### src/rtl/pc_fetch_ctrl.sv
// Fetch-stage sequencer: owns the PC write port, issues single-outstanding imem requests and
// buffers fetched instructions in a slot+skid pair toward IF/ID.
module pc_fetch_ctrl #(
    parameter logic [31:0] RESET_VEC = 32'h0000_0000,
    parameter logic [31:0] TRAP_VEC  = 32'h0000_0010
) (
    input  logic        i_clk,
    input  logic        i_rst_n,
    input  logic [31:0] i_pc,
    output logic [31:0] o_pc_next,
    output logic        o_pc_wr_en,
    output logic        o_imem_req,
    output logic [31:0] o_imem_addr,
    input  logic        i_imem_gnt,
    input  logic        i_imem_rvalid,
    input  logic [31:0] i_imem_rdata,
    output logic        o_if_valid,
    output logic [31:0] o_if_instr,
    output logic [31:0] o_if_pc,
    input  logic        i_if_stall,
    input  logic        i_redirect,
    input  logic [31:0] i_redirect_pc,
    input  logic        i_trap
);

    typedef enum logic [1:0] {StRst, StReq, StWait, StDrop} state_e;

    state_e      state_q, state_d;
    logic        slot_valid_q, skid_valid_q;
    logic [31:0] slot_instr_q, slot_pc_q;
    logic [31:0] skid_instr_q, skid_pc_q;
    logic [31:0] req_pc_q;

    logic flush, grant, consume, accept;

    assign flush   = (state_q != StRst) && (i_trap || i_redirect);
    assign consume = slot_valid_q && !i_if_stall;
    assign accept  = (state_q == StWait) && i_imem_rvalid && !flush;

    // A full skid means the slot is stalled; hold off fetching until it drains.
    assign o_imem_req  = (state_q == StReq) && !skid_valid_q;
    assign o_imem_addr = i_pc;
    assign grant       = o_imem_req && i_imem_gnt;

    assign o_if_valid = slot_valid_q;
    assign o_if_instr = slot_instr_q;
    assign o_if_pc    = slot_pc_q;

    always_comb begin
        state_d    = state_q;
        o_pc_wr_en = 1'b0;
        o_pc_next  = i_pc;
        case (state_q)
            StRst: begin
                o_pc_wr_en = 1'b1;
                o_pc_next  = RESET_VEC;
                state_d    = StReq;
            end
            StReq: begin
                if (grant) begin
                    o_pc_wr_en = 1'b1;
                    o_pc_next  = i_pc + 32'd4;
                    state_d    = flush ? StDrop : StWait;
                end
            end
            StWait: begin
                if (i_imem_rvalid) begin
                    state_d = StReq;
                end else if (flush) begin
                    state_d = StDrop;
                end
            end
            StDrop: begin
                // The stale response is swallowed here; only then is the bus free again.
                if (i_imem_rvalid) begin
                    state_d = StReq;
                end
            end
            default: state_d = StRst;
        endcase
        if (flush) begin
            o_pc_wr_en = 1'b1;
            o_pc_next  = i_trap ? TRAP_VEC : i_redirect_pc;
        end
    end

    always_ff @(posedge i_clk) begin
        if (!i_rst_n) begin
            state_q <= StRst;
        end else begin
            state_q <= state_d;
        end
    end

    always_ff @(posedge i_clk) begin
        if (!i_rst_n) begin
            slot_valid_q <= 1'b0;
            slot_instr_q <= 32'd0;
            slot_pc_q    <= 32'd0;
            skid_valid_q <= 1'b0;
            skid_instr_q <= 32'd0;
            skid_pc_q    <= 32'd0;
            req_pc_q     <= 32'd0;
        end else begin
            if (grant) begin
                req_pc_q <= i_pc;
            end
            if (flush) begin
                slot_valid_q <= 1'b0;
                skid_valid_q <= 1'b0;
            end else if (consume && skid_valid_q) begin
                slot_instr_q <= skid_instr_q;
                slot_pc_q    <= skid_pc_q;
                skid_valid_q <= accept;
                if (accept) begin
                    skid_instr_q <= i_imem_rdata;
                    skid_pc_q    <= req_pc_q;
                end
            end else if (accept) begin
                if (!slot_valid_q || consume) begin
                    slot_valid_q <= 1'b1;
                    slot_instr_q <= i_imem_rdata;
                    slot_pc_q    <= req_pc_q;
                end else begin
                    skid_valid_q <= 1'b1;
                    skid_instr_q <= i_imem_rdata;
                    skid_pc_q    <= req_pc_q;
                end
            end else if (consume) begin
                slot_valid_q <= 1'b0;
            end
        end
    end

endmodule

### config.mk
export PLATFORM = sky130hd
export DESIGN_NAME = pc_fetch_ctrl
export DESIGN_NICKNAME = d
export VERILOG_FILES = /design/src/rtl/pc_fetch_ctrl.sv
export SDC_FILE = /design/constraint.sdc
export NUM_CORES = 1
export LEC_CHECK = 0
export CAP_MARGIN = 10
export CORE_AREA = 4 4 157 159
export DETAILED_ROUTE_END_ITERATION = 10
export DIE_AREA = 0 0 161 163
export PLACE_DENSITY_LB_ADDON = 0.1
export SYNTH_ARGS = -nofsm -noshare
export SYNTH_HDL_FRONTEND = slang
export SYNTH_SLANG_ARGS = --single-unit
### constraint.sdc
create_clock -name i_clk -period 3.25 [get_ports i_clk]
set_input_delay 0.65 -clock i_clk [delete_from_list [all_inputs] [get_ports i_clk]]
set_output_delay 0.65 -clock i_clk [all_outputs]
set_load 0.02 [all_outputs]
======== After elaboration in Yosys (flattened, before gate mapping) ========
Cells that the tools add are included.
word-level totals
  input port bits ......................... 103
  flip-flop bits (word level) ............. 164
  output and inout bits ................... 131
  word-level logic and storage cells ...... 77
operators by class
  multiplexer cells ....................... 33
  equality and inequality tests ........... 8
  reduce and logical (&&, ||, !) cells .... 24
  add/subtract/negate cells ............... 1
  bitwise gates (word level) .............. 3
operator list
  cell                                                                     count
  32-bit 2-to-1 mux                                                        17
  32-bit one-hot mux with 2 select lines                                   1
  32-bit by 3-bit adder with 32-bit output, second input constant          1
  3-bit AND reduction                                                      4
  1-bit 2-to-1 mux                                                         9
  2-bit 2-to-1 mux                                                         4
  2-bit one-hot mux with 4 select lines                                    1
  2-bit nonzero test                                                       4
  1-bit logical AND                                                        7
  2-bit inequality test, second input constant                             3
  2-bit equality test, second input constant                               2
  1-bit zero test                                                          4
  3-bit inequality test, second input constant                             1
  1-bit NOT                                                                3
  2-bit by 1-bit equality test with 1-bit output, second input constant    1
  2-bit zero test                                                          1
  1-bit logical OR                                                         2
  2-bit by 1-bit inequality test with 1-bit output, second input constant  1
  1-bit one-hot mux with 2 select lines                                    1
  2-bit AND reduction                                                      1
  2-bit OR reduction                                                       1

======== Logic depth before layout (Yosys ltp) ========
Gate-level depths: netlist of run 1.
  depth after elaboration ................. 6
  mapped depth ............................ 9

======== Worst setup path before layout of run 1 ========
OpenSTA, ideal clock, no wires.
  kind .................................... input to output
  start ................................... input i_pc[17]
  end ..................................... output o_pc_next[21]
  setup slack ............................. 317 ps
  stages .................................. 4
  arrival time ............................ 2,283 ps
  cell sequence ........................... nand4_1 nor4_1 nand3_1 o311ai_0
on the way
  cells in the longest elaborated chain, start to end .. 4
ends and longest elaborated chain
  element                                   line  RTL
  start, declared                           9     input logic [31:0] i_pc,
  32-bit by 3-bit adder with 32-bit output  62    o_pc_next = i_pc + 32'd4;
  32-bit 2-to-1 mux                         60    if (grant) begin
  32-bit one-hot mux with 2 select lines    53    case (state_q)
  32-bit 2-to-1 mux                         81    if (flush) begin
  end, declared                             10    output logic [31:0] o_pc_next,
No other way between the ends.

======== Final worst setup path of run 1 ========
  start ................................... input i_pc[17]
  end ..................................... output o_pc_next[25]
Same word-level chain as after synthesis.

==> results.toml, run 1 <==
[cells_and_area]
post-route-cell-area_um2 = 12190
nNetsFinal = 1361
antenna_cells = 0
fin_util_pct = 52.42
area_delta_synth_final_pct = 46.61
layout-drive-gt1-share_pct = 17.14

[die]
rows = 56
pin_count = 234
die_y_um = 163
core_area_um2 = 23260
die_w_um = 161
start_util_pct = 35.75
die-area_um2 = 26240

[job]
drv_cap = 0

[setup_path]
crit_family = "simple AND/OR/NAND/NOR gates"
crit_arrival_ns = 2.53
slowest_delay_ns = 0.50
cp_cell_sequence = "dlygate4sd2_1 > nand4_1 > or4_4 > or4_4 > a31oi_4 > buf_6"
crit_fanout = 4
crit_path_top_delay_cell = "or4_4"
path_buf_inv = 2
path_common_cell = "or4_4"
setup.worst_path.class = "in -> out"
critPathCaptureType = "output pin"
required_ns = 2.60
critPathLaunchType = "input port"

[yosys]
synth_top_area_share_pct = 39.48
synthTopCellsByArea = "dfxtp_1 39%, nand2_1 13%, a21boi_0 8.6%, mux2i_1 7.9%, o211a_1 7.7%"
yosysMostFrequentCell = "nand2_1"
synth_edf_count = 0
synth.net_count = 1100
synth.distinct_cells = 60
ys_async_sr_fraction_pct = 0
synthCells = 992
seq_area_frac_synth_pct = 39.48
synth_commonest_cells = "284 x nand2_1, 164 x dfxtp_1, 95 x a21boi_0"
netlist_area_um2 = 8317
ys_ff_latch = 164
ys.flop_type = "dfxtp_1"
synth_area_leader_cell = "dfxtp_1"
ys_warn_count = 0
avgSynthCellArea_um2 = 8.384

[clocking]
tritoncts = "done"
htree_levels = 4
cts-root-buf = "clkbuf_16"
clockBufferDepth = 2
cts.sinks = 164
clock_latency_ns = 0.43
cts_made_buffers = 17
clkTransAtPathRegs_ns = 0.06

[timing]
finalHoldViolCount = 0
fmax_mhz = 314.3
post-route-min-period_ns = 3.182
drv_slew = 0
max-slew-margin-rel_pct = 52.34
post-route-period-util_pct = 97.90
setup_viol = 0
rsz0062_at_grt = "yes"
worst_clock_skew_ns = 0.01207
tightest_slew_ns = 0.7149

[detailed_routing]
drtAntennaViolNets = 0
drt_pre_antenna_iters = 5
drt_iter0_markers = 388
vias_per_cell = 5.037
drc = 0
post_drt_wl_per_cell_um = 16.81
routed_wl_um = 26640
vias = 7983

[power]
leakage_nw = 5.653
power_mw = 6.884
p_per_area_nw_per_um2 = 564.6
peakVddDrop_mv = 0.3366

[hold_path]
hold_class = "reg -> reg"

[placed_design]
port-buffer-count = 233
dp_hpwl_um = 19070
routabilityCongestion = 0.8801
placed_area_um2 = 11520

[global_routing]
grt_use_total_pct = 19.77
grt-ovfl-total = 0
grt_max_degree = 74
antenna_found_initial = 0
grt_pass1_wl_um = 41920
grt_pass1_vias = 7718

[status]
status = "completed"
-- final cells by class --
cell class / instances / area (um2)
multi-input cells: 707 / 4581
well taps: 319 / 399.1
clock buffers: 17 / 425.4
inverters: 8 / 30.03
fillers: 2316 / 11070
repair buffers: 355 / 3279
clock inverters: 15 / 193.9
flip-flops and latches: 164 / 3284
-- tightest hold or removal path, cell delays in order (launching register included) --
cell,delay [ns]
dfxtp_1,0.31
nand2_1,0.04
a21boi_0,0.06
-- cell families after synthesis --
logic type | share of synthesized area, %
compound gates | 23.35
fa+ha+maj | 0.7522
buf+inv | 7.191
flops | 39.48
mux | 8.214
simple gates | 21.02
-- flip-flops by register name, indices dropped and copies added (netlist names) --
| name | cells |
|---|---|
| o_if_instr | 32 |
| o_if_pc | 32 |
| req_pc_q | 32 |
| skid_instr_q | 32 |
| skid_pc_q | 32 |
| state_q | 2 |
| o_if_valid | 1 |
| skid_valid_q | 1 |
-- layer usage --
| layer | track usage [%] | up-vias | routed length (um) |
|---|---|---|---|
| li1 | - | 4003 | - |
| met2 | 31.43 | 236 | 11830 |
| met4 | 4.886 | 0 | 266 |
| met3 | 6.100 | 15 | 2017 |
| met1 | 26.36 | 3729 | 12530 |
| met5 | 0 | - | 0 |
-- cell usage in the layout (no fill, tap or decap), types with 4 or more instances in the layout --
master           count
nand2_1            283
clkdlybuf4s50_1    180
dfxtp_1            163
buf_4              110
a21boi_0            95
mux2i_1             66
o211a_1             64
nand3_1             30
a21oi_1             24
dlygate4sd2_1       22
clkbuf_16           17
a31oi_1             15
buf_2               10
buf_12              10
nand4_1              9
o211ai_1             9
clkbuf_2             9
o311ai_0             8
nor2_1               7
or4_1                7
inv_1                6
nor4_1               6
buf_6                6
inv_6                5
dlymetal6s2s_1       5
and3_1               4
and4_1               4
a31o_2               4
or3_1                4
-- final timing paths --
check / startpoint / to / slack (ns) / cells after the start
worst min-delay path: skid_pc_q[19] / skid_pc_q[19] / 0.46 / 2
worst max register to register: state_q[0] / skid_instr_q[4] / 0.92 / 9
worst max-delay path: i_pc[17] / o_pc_next[25] / 0.07 / 6
worst min register to register: skid_pc_q[19] / skid_pc_q[19] / 0.46 / 2
-- where the power goes --
group | total (mW) | switching (mW) | internal, mW
clock network | 2.10 | 0.871 | 1.23
logic | 2.58 | 1.45 | 1.13
registers | 2.20 | 0.0767 | 2.13
-- per-stage QoR --
stage | hold WS, ns | TNS, ns | setup slack [ns] | instances
CTS | 0.4635 | -0.08324 | -0.05712 | 1583
detailed placement | 0.4547 | -12.96 | -0.7351 | 1549
finish | 0.4607 | 0 | 0.06825 | 1585
global route | 0.4810 | -0.03928 | -0.02505 | 1585
floorplan | 0.4428 | 0 | 0.3166 | 992
global placement | 0.4483 | -13.32 | -0.8271 | 1549
-- repair_timing --
action,in CTS,in global routing
endpoints found under the hold margin,0,0
setup buffers,2,2
gates resized for setup,112,43
hold buffers,0,0
pin swaps,10,10
setup endpoints to repair,30,22
(Power assumes the default switching activity.)
==> inputs of run 2 (changes only) <==
--- a/config.mk
+++ b/config.mk
@@ -9,6 +9,7 @@
 export CORE_AREA = 4 4 157 159
 export DETAILED_ROUTE_END_ITERATION = 10
 export DIE_AREA = 0 0 161 163
+export GPL_TIMING_DRIVEN = 0
 export PLACE_DENSITY_LB_ADDON = 0.1
 export SYNTH_ARGS = -nofsm -noshare
 export SYNTH_HDL_FRONTEND = slang
==> constraint.sdc (replaced) <==
create_clock -name i_clk -period 3.95 [get_ports i_clk]
set_input_delay 0.79 -clock i_clk [delete_from_list [all_inputs] [get_ports i_clk]]
set_output_delay 0.79 -clock i_clk [all_outputs]
set_load 0.02 [all_outputs]
==> run 2 against run 1 <==
Worst setup slack got worse by 0.0060 ns. Global-route usage grew 0.89 points. Clock skew hardly changed. Via count rose by 1.1%. Critical path type unchanged. Largest cell class unchanged. Highest routed layer unchanged.
==> results.toml, run 2 (same netlist as run 1, synthesis figures left out) <==
[timing]
setup_viol = 0
post-route-min-period_ns = 3.888
drv_slew = 0
finalHoldViolCount = 0
worst_clock_skew_ns = 0.01195
tightest_slew_ns = 0.8919
fin_tns_setup_ns = 0
rsz0062_at_grt = "yes"
max-slew-margin-rel_pct = 40.22
fmax_mhz = 257.2
post-route-period-util_pct = 98.42

[clocking]
cts.sinks = 164
cts_hold_buf = 0
cts-root-buf = "clkbuf_16"
clkTransAtPathRegs_ns = 0.06
htree_levels = 4
clock_latency_ns = 0.43
cts_made_buffers = 17
clockBufferDepth = 2
tritoncts = "done"

[setup_path]
cp_cell_sequence = "clkdlybuf4s50_1 > nand4b_4 > or4_4 > or4_1 > a31oi_1 > clkdlybuf4s15_2"
critPathCaptureType = "output pin"
crit_arrival_ns = 3.10
slowest_delay_ns = 0.61
crit_fanout = 5
critPathLaunchType = "input port"
setup.worst_path.class = "in -> out"
required_ns = 3.16
reg2reg_depth = 8
crit_path_top_delay_cell = "or4_4"

[cells_and_area]
post-route-cell-area_um2 = 11780
fin_util_pct = 50.62
fin_cells = 1582
antenna_cells = 0
layout_commonest_cell = "nand2_1"
area_delta_synth_final_pct = 41.58
final_cell_mix = "283 x nand2_1, 190 x clkdlybuf4s50_1, 164 x dfxtp_1, 95 x a21boi_0, 66 x mux2i_1"
layout-drive-gt1-share_pct = 10.69
fillers = 2325
nNetsFinal = 1358
multiInputGateArea_um2 = 4532
regArea_um2 = 3283

[placed_design]
dp_hpwl_um = 20680
dp.cells = 1542
port-buffer-count = 231
routabilityCongestion = 0.9178
placed_area_um2 = 11030

[power]
peakVddDrop_mv = 0.2727
power_mw = 5.523
p_per_area_nw_per_um2 = 469.0
leakage_nw = 5.387

[status]
status = "completed"

[detailed_routing]
drt_pre_antenna_iters = 5
post_drt_wl_per_cell_um = 17.34
drc = 0
vias = 8070
drtAntennaViolNets = 0
routed_wl_um = 27430
drt_iter0_markers = 388
vias_per_cell = 5.101

[die]
core_area_um2 = 23260
rows = 56
die_y_um = 163
pin_count = 234
die_w_um = 161
die-area_um2 = 26240
start_util_pct = 35.75

[global_routing]
grt-ovfl-total = 0
antenna_found_initial = 0
grt_max_degree = 18
grt_use_total_pct = 20.66
grt_pass1_vias = 7902
grt_pass1_wl_um = 43390

[hold_path]
hold_class = "reg -> reg"
holdPathStages = 2

[job]
drv_cap = 0
==> run 2: changes by cell type in the layout (fill, tap and decap cells not counted), moves of 4 or more <==
cell / previous run / this run
clkdlybuf4s50_1: 180 / 190
clkbuf_4: 0 / 4
buf_4: 110 / 43
clkbuf_2: 9 / 14
clkbuf_1: 0 / 52
buf_6: 6 / 1
buf_12: 10 / 0
==> run 2: layout make-up <==
class,count,share of cell area (%)
Multi-Input combinational cell,707,38.49
Clock inverter,15,1.360
Buffer,111,5.005
Sequential cell,164,27.88
Timing Repair Buffer,241,20.01
Tap cell,319,3.390
Clock buffer,17,3.613
Inverter,8,0.2550
==> run 2: where the power goes <==
part / switching [mW] / leakage (nW) / total, mW / internal (mW)
sequential: 0.0699 / 1.32 / 1.82 / 1.75
combinational: 1.18 / 3.77 / 2.04 / 0.860
clock: 0.757 / 0.290 / 1.66 / 0.903
==> run 2: routing by layer <==
layer | up-vias | GRT usage, % | share of wire [%]
met1 | 3709 | 27.83 | 47
li1 | 4013 | - | -
met4 | 0 | 6.863 | 2.1
met5 | - | 0 | 0
met3 | 43 | 5.518 | 7.1
met2 | 305 | 32.27 | 44
==> run 2: per-stage QoR <==
step | setup WS, ns | hold WS (ns)
4_1_cts | -0.006308 | 0.4649
6_report | 0.06228 | 0.4610
2_1_floorplan | 0.7366 | 0.4428
5_1_grt | 0.0008824 | 0.4787
3_3_place_gp | -0.6708 | 0.4486
3_5_place_dp | -0.5768 | 0.4559
==> run 2: final timing paths <==
kind,slack (ns),start,endpoint
worst min register to register,0.46,skid_pc_q[9],skid_pc_q[9]
worst max register to register,1.36,state_q[1],skid_pc_q[29]
worst max-delay path,0.06,i_imem_gnt,o_pc_next[25]
worst min-delay path,0.46,skid_pc_q[9],skid_pc_q[9]
==> run 2: critical path: cells and delay by family <==
family	cells	cell delay, ns
compound gates	1	0.20
buf+inv	2	0.85
simple gates	3	1.26
==> run 2: timing repair <==
item	4_1_cts	5_1_grt
endpoints found under the setup margin	32	18
pin swaps	4	2
resized for setup	75	25
setup buffers	6	4
==> inputs of run 3 (changes only) <==
--- a/config.mk
+++ b/config.mk
@@ -6,9 +6,10 @@
 export NUM_CORES = 1
 export LEC_CHECK = 0
 export CAP_MARGIN = 10
-export CORE_AREA = 4 4 157 159
+export CORE_AREA = 4 4 181 139
 export DETAILED_ROUTE_END_ITERATION = 10
-export DIE_AREA = 0 0 161 163
+export DIE_AREA = 0 0 185 143
+export GPL_ROUTABILITY_DRIVEN = 0
 export GPL_TIMING_DRIVEN = 0
 export PLACE_DENSITY_LB_ADDON = 0.1
 export SYNTH_ARGS = -nofsm -noshare
==> run 3 against run 2 <==
Worst setup slack improved by 0.011 ns. Hold slack barely moved. Combinational power barely moved. Global-route usage fell by 0.25 points. Routed wire length rose by 0.43%. Count of clock-buffer cells in the layout rose by 2. Clock power barely moved.
==> results.toml, run 3 (same netlist as run 1, synthesis figures left out) <==
[status]
status = "completed"

[timing]
worst_clock_skew_ns = 0.009925
finalHoldViolCount = 0
drv_slew = 0
tightest_slew_ns = 0.8929
fmax_mhz = 258.0
post-route-period-util_pct = 98.14
max-slew-margin-rel_pct = 40.15
post-route-min-period_ns = 3.877
setup_viol = 0

[cells_and_area]
layout-drive-gt1-share_pct = 10.93
fin_cells = 1570
nNetsFinal = 1358
layout_commonest_cell = "nand2_1"
fillers = 2353
area_delta_synth_final_pct = 41.57
final_cell_mix = "283 x nand2_1, 195 x clkdlybuf4s50_1, 164 x dfxtp_1, 95 x a21boi_0, 66 x mux2i_1"

[setup_path]
crit_arrival_ns = 3.09
setup.worst_path.class = "in -> out"
critPathCaptureType = "output pin"
critPathLaunchType = "input port"
crit_fanout = 10
required_ns = 3.16

[global_routing]
grt-ovfl-total = 0
grt_pass1_vias = 7871
grt_use_total_pct = 20.41
antenna_found_initial = 0
grt_pass1_wl_um = 42970
grt_max_degree = 17

[clocking]
clkTransAtPathRegs_ns = 0.06
cts.sinks = 164
cts_hold_buf = 0
cts-root-buf = "clkbuf_16"
cts_made_buffers = 17
tritoncts = "done"
clock_latency_ns = 0.42
clockBufferDepth = 2
htree_levels = 4

[detailed_routing]
drt_pre_antenna_iters = 5
vias_per_cell = 5.190
vias = 8149
drtAntennaViolNets = 0
drt_iter0_markers = 449
drc = 0
routed_wl_um = 27550
post_drt_wl_per_cell_um = 17.55

[placed_design]
dp_hpwl_um = 20770
dp.cells = 1529
port-buffer-count = 231

[die]
pin_count = 234
die_w_um = 185
rows = 49
core_area_um2 = 23540
start_util_pct = 35.33
die_y_um = 143
die-area_um2 = 26460

[job]
drv_cap = 0

[power]
leakage_nw = 5.370
peakVddDrop_mv = 0.2988
p_per_area_nw_per_um2 = 473.6
power_mw = 5.576

[hold_path]
hold_class = "reg -> reg"
run 3: cell count changes in the layout (fill, tap and decap cells not counted), sizes merged:
cell           delta
clkinvlp          +2
dlymetal6s2s      +1
clkinv            +2
clkdlybuf4s15     -4
dlygate4sd2       -5
bufinv            +1
inv               -7
diode             +1
buf               +4
clkdlybuf4s50     +5
dlygate4sd1       +1
run 3: worst paths after layout:
| path | from | end | slack (ns) | depth (start not counted) |
|---|---|---|---|---|
| hold reg to reg | skid_pc_q[21] | skid_pc_q[21] | 0.46 | 2 |
| setup / recovery | i_trap | o_pc_next[16] | 0.07 | 7 |
| hold / removal | skid_pc_q[21] | skid_pc_q[21] | 0.46 | 2 |
| setup reg to reg | state_q[0] | o_if_instr[28] | 1.32 | 8 |
run 3: through the flow:
step	area (um2)	setup TNS [ns]	util [%]	setup slack (ns)	hold slack, ns
6_report	11770	0	50.01	0.07348	0.4613
5_1_grt	11770	-0.04186	50.00	-0.02899	0.4842
4_1_cts	11680	0	49.62	0.002444	0.4646
3_5_place_dp	11010	-13.98	46.77	-0.6695	0.4560
3_3_place_gp	11010	-13.77	46.77	-0.6188	0.4493
2_1_floorplan	8317	0	-	0.7366	0.4428
run 3: what timing repair did:
action,CTS,global route
cloned,0,0
resized for setup,62,39
pin swaps,2,4
endpoints found under the setup margin,32,22
buffers inserted,3,7
run 3: area by class of cell:
cell class	instances	area, um2	share of cell area [%]
flip-flops and latches	164	3283	27.89
clock buffers	19	452.9	3.847
well taps	306	382.9	3.252
multi-input cells	707	4536	38.52
inverters	8	30.03	0.2550
diodes	1	2.502	0.02125
clock inverters	13	147.6	1.254
plain buffers	111	586.8	4.984
repair buffers	241	2352	19.98
run 3: report_power, final:
part	switching (mW)	total, mW	internal, mW
Sequential	0.0702	1.82	1.75
Clock	0.716	1.69	0.977
Combinational	1.18	2.06	0.886
Total	1.96	5.58	3.61
run 3: metal layers:
| layer | part of all wire (%) | wire [um] | track usage (%) | up-vias |
|---|---|---|---|---|
| met3 | 5.7 | 1582 | 4.762 | 22 |
| met4 | 0.94 | 260 | 3.822 | 0 |
| met5 | 0 | 0 | 0 | - |
| li1 | - | - | - | 4001 |
| met1 | 48 | 13350 | 29.20 | 3917 |
| met2 | 45 | 12360 | 31.84 | 209 |
run 3: worst max-delay path: stages:
cell,delay [ns]
clkdlybuf4s50_1,0.57
o21bai_4,0.33
clkbuf_4,0.27
clkbuf_4,0.25
o2111ai_1,0.12
nand3_1,0.09
clkdlybuf4s50_1,0.65
==> variant, RTL diff (flow settings as in run 2) <==
Encoding of `state_e`: now one-hot (4 bits for 4 states).
--- a/src/rtl/pc_fetch_ctrl.sv
+++ b/src/rtl/pc_fetch_ctrl.sv
@@ -23,7 +23,7 @@
     input  logic        i_trap
 );
 
-    typedef enum logic [1:0] {StRst, StReq, StWait, StDrop} state_e;
+    typedef enum logic [3:0] {StRst = 4'b0001, StReq = 4'b0010, StWait = 4'b0100, StDrop = 4'b1000} state_e;
 
     state_e      state_q, state_d;
     logic        slot_valid_q, skid_valid_q;
Formal check against the unedited RTL: no difference found for any inputs over 4 cycles, from zero or initial values and one cycle with i_rst_n low; so few cycles prove little.
==> variant against run 2 <==
- cell count shrank 0.32%
- area after synthesis fell by 0.89%
- via count fell by 2.9%
- maximum frequency is 0.45% higher
- setup slack improved by 0.017 ns
- critical path type unchanged
- routed wire length decreased by 3.8%
- count of clock-buffer cells in the layout unchanged
- sequential cell count is 2 higher
- sequential share of layout area up 0.42 points
- cell area decreased by 0.21%
- hold slack worse by 0.014 ns
- synthesized cell count fell by 1.2%
Power is not compared: it rests on default switching activity, and its combinational part moved more than twofold at a synthesized area within 25%.
==> variant: results (changes against run 2) <==
status: finished clean (unchanged)
gr usage total: 0.199 (was 0.207)
port buffer count: 230 (was 231)
Post-DP Area: 0.0109 sq mm (was 0.0110 sq mm)
Synth Area in XOR/XNOR: 0.00106 (was 0)
Arr. time, crit path: 3.08 ns (was 3.10 ns)
Seq/Total Area, Yosys: 0.403 (was 0.395)
largest fanout on the critical path: 10 (was 5)
Setup Fix Bufs, Post-CTS: 12 (was 6)
Clk power: 1.60 mW
GR Util met2: 0.323 (about the same)
TritonRoute pass-1 iters: 4 (was 5)
maximum vdd drop: 0.268 mV
GRT met1 Usage: 0.261 (was 0.278)
Via density: 4.97 (was 5.10)
Syn Inst Count: 980 (was 992)
Switching Fraction: 0.275
initial antenna violation count: 0 (unchanged)
mux share of post-synthesis cell area: 0.0862 (was 0.0821)
post-placement worst setup slack: -0.747 ns (was -0.577 ns)
synth cell count leaders: nand2_1 (301), dfxtp_1 (166), mux2i_1 (71) (was nand2_1 (284), dfxtp_1 (164), a21boi_0 (95))
dpl cells: 1529 (was 1542)
Synth area leaders: dfxtp_1 (40%), nand2_1 (14%), mux2i_1 (8.6%) (was dfxtp_1 (39%), nand2_1 (13%), a21boi_0 (8.6%))
area fraction in compound gates after synthesis: 0.216 (was 0.233)
Root Driver: clkbuf_16 (unchanged)
library cells used by synthesis: 64 (was 60)
Post-Syn Nets: 1084 (was 1100)
first-pass GRT wire length: 41900 um (was 43400 um)
Resized Gates After CTS: 59 (was 75)
leakage power: 5.54 nW
CTS buffer count: 17 (unchanged)
Hold Fails Final Rpt: 0 (unchanged)
RePlAce Congestion: 0.853 (was 0.918)
worst clock skew: 0.00967 ns (was 0.0119 ns)
yosys warns: 0 (unchanged)
Async SR Flop Fraction: 0 (unchanged)
nets@finish: 1349 (was 1358)
Clock Tree Buf Depth: 2 (unchanged)
Global Route met3 Usage: 0.0590 (was 0.0552)
clk_lat worst skew: 0.42 ns
number of global-route vias before repair: 7914 (was 7902)
HP Class: register to register (unchanged)
P&R area growth vs syn: 42.5% (was 41.6%)
dpl hpwl: 19700 um (was 20700 um)
total wire length: 26400 um (was 27400 um)
share of layout cells above drive strength 1: 0.101 (was 0.107)
synthesized-area fraction occupied by adder cells: 0.00152 (was 0.00752)
antenna cell count: 0 (unchanged)
Fill cells: 2280 (was 2325)
largest net degree at the start of global routing: 17 (was 18)
DRT iter0 DRCs: 398 (was 388)
actual slew at the worst max-slew pin: 0.848 ns (was 0.892 ns)
Non-Filler Instances: 1577 (was 1582)
variant: changes by cell type after synthesis, sizes merged, moves of 7 or more:
| cell | before | now |
|---|---|---|
| a21oi | 24 | 7 |
| nand2 | 284 | 301 |
| nor2 | 7 | 24 |
| a31oi | 16 | 1 |
| clkbuf | 69 | 56 |
| nand3 | 32 | 19 |
| or4 | 11 | 3 |
| nand4 | 10 | 17 |
variant: worst max-delay path: stages:
cell,delay [ns]
clkdlybuf4s50_1,0.54
or2_2,0.40
nand2_1,0.13
clkbuf_4,0.25
nand3_1,0.20
o311ai_0,0.38
dlygate4sd1_1,0.38
variant: routing by layer:
metal	wire (um)	share of wire
met3	1890	0.071
met4	345	0.013
met1	12300	0.47
met2	11900	0.45
met5	0	0
variant: cell type report:
| type | count | share of cell area |
|---|---|---|
| Buffer | 104 | 0.0464 |
| Tap cell | 319 | 0.0340 |
| Clock buffer | 17 | 0.0362 |
| Timing Repair Buffer | 246 | 0.205 |
| Inverter | 5 | 0.00160 |
| Sequential cell | 166 | 0.283 |
| Multi-Input combinational cell | 705 | 0.382 |
| Clock inverter | 15 | 0.0122 |
variant: worst paths after layout:
kind	startpoint	to	slack, ns	depth (start not counted)
setup / recovery	i_redirect	o_pc_next[14]	0.08	7
setup reg to reg	state_q[2]	o_if_instr[15]	1.27	7
hold reg to reg	skid_pc_q[11]	skid_pc_q[11]	0.45	2
hold / removal	skid_pc_q[11]	skid_pc_q[11]	0.45	2
variant: logic make-up (layout without fill, tap and decap cells):
| logic type | count (synthesis) | after routing |
|---|---|---|
| AOI/OAI and AO/OA | 217 | 217 |
| xor gates and xnor gates | 1 | 1 |
| adders and majority gates | 1 | 1 |
| buffers and inverters | 109 | 387 |
| DFF | 166 | 166 |
| muxes | 71 | 71 |
| and+or+nand+nor | 415 | 415 |
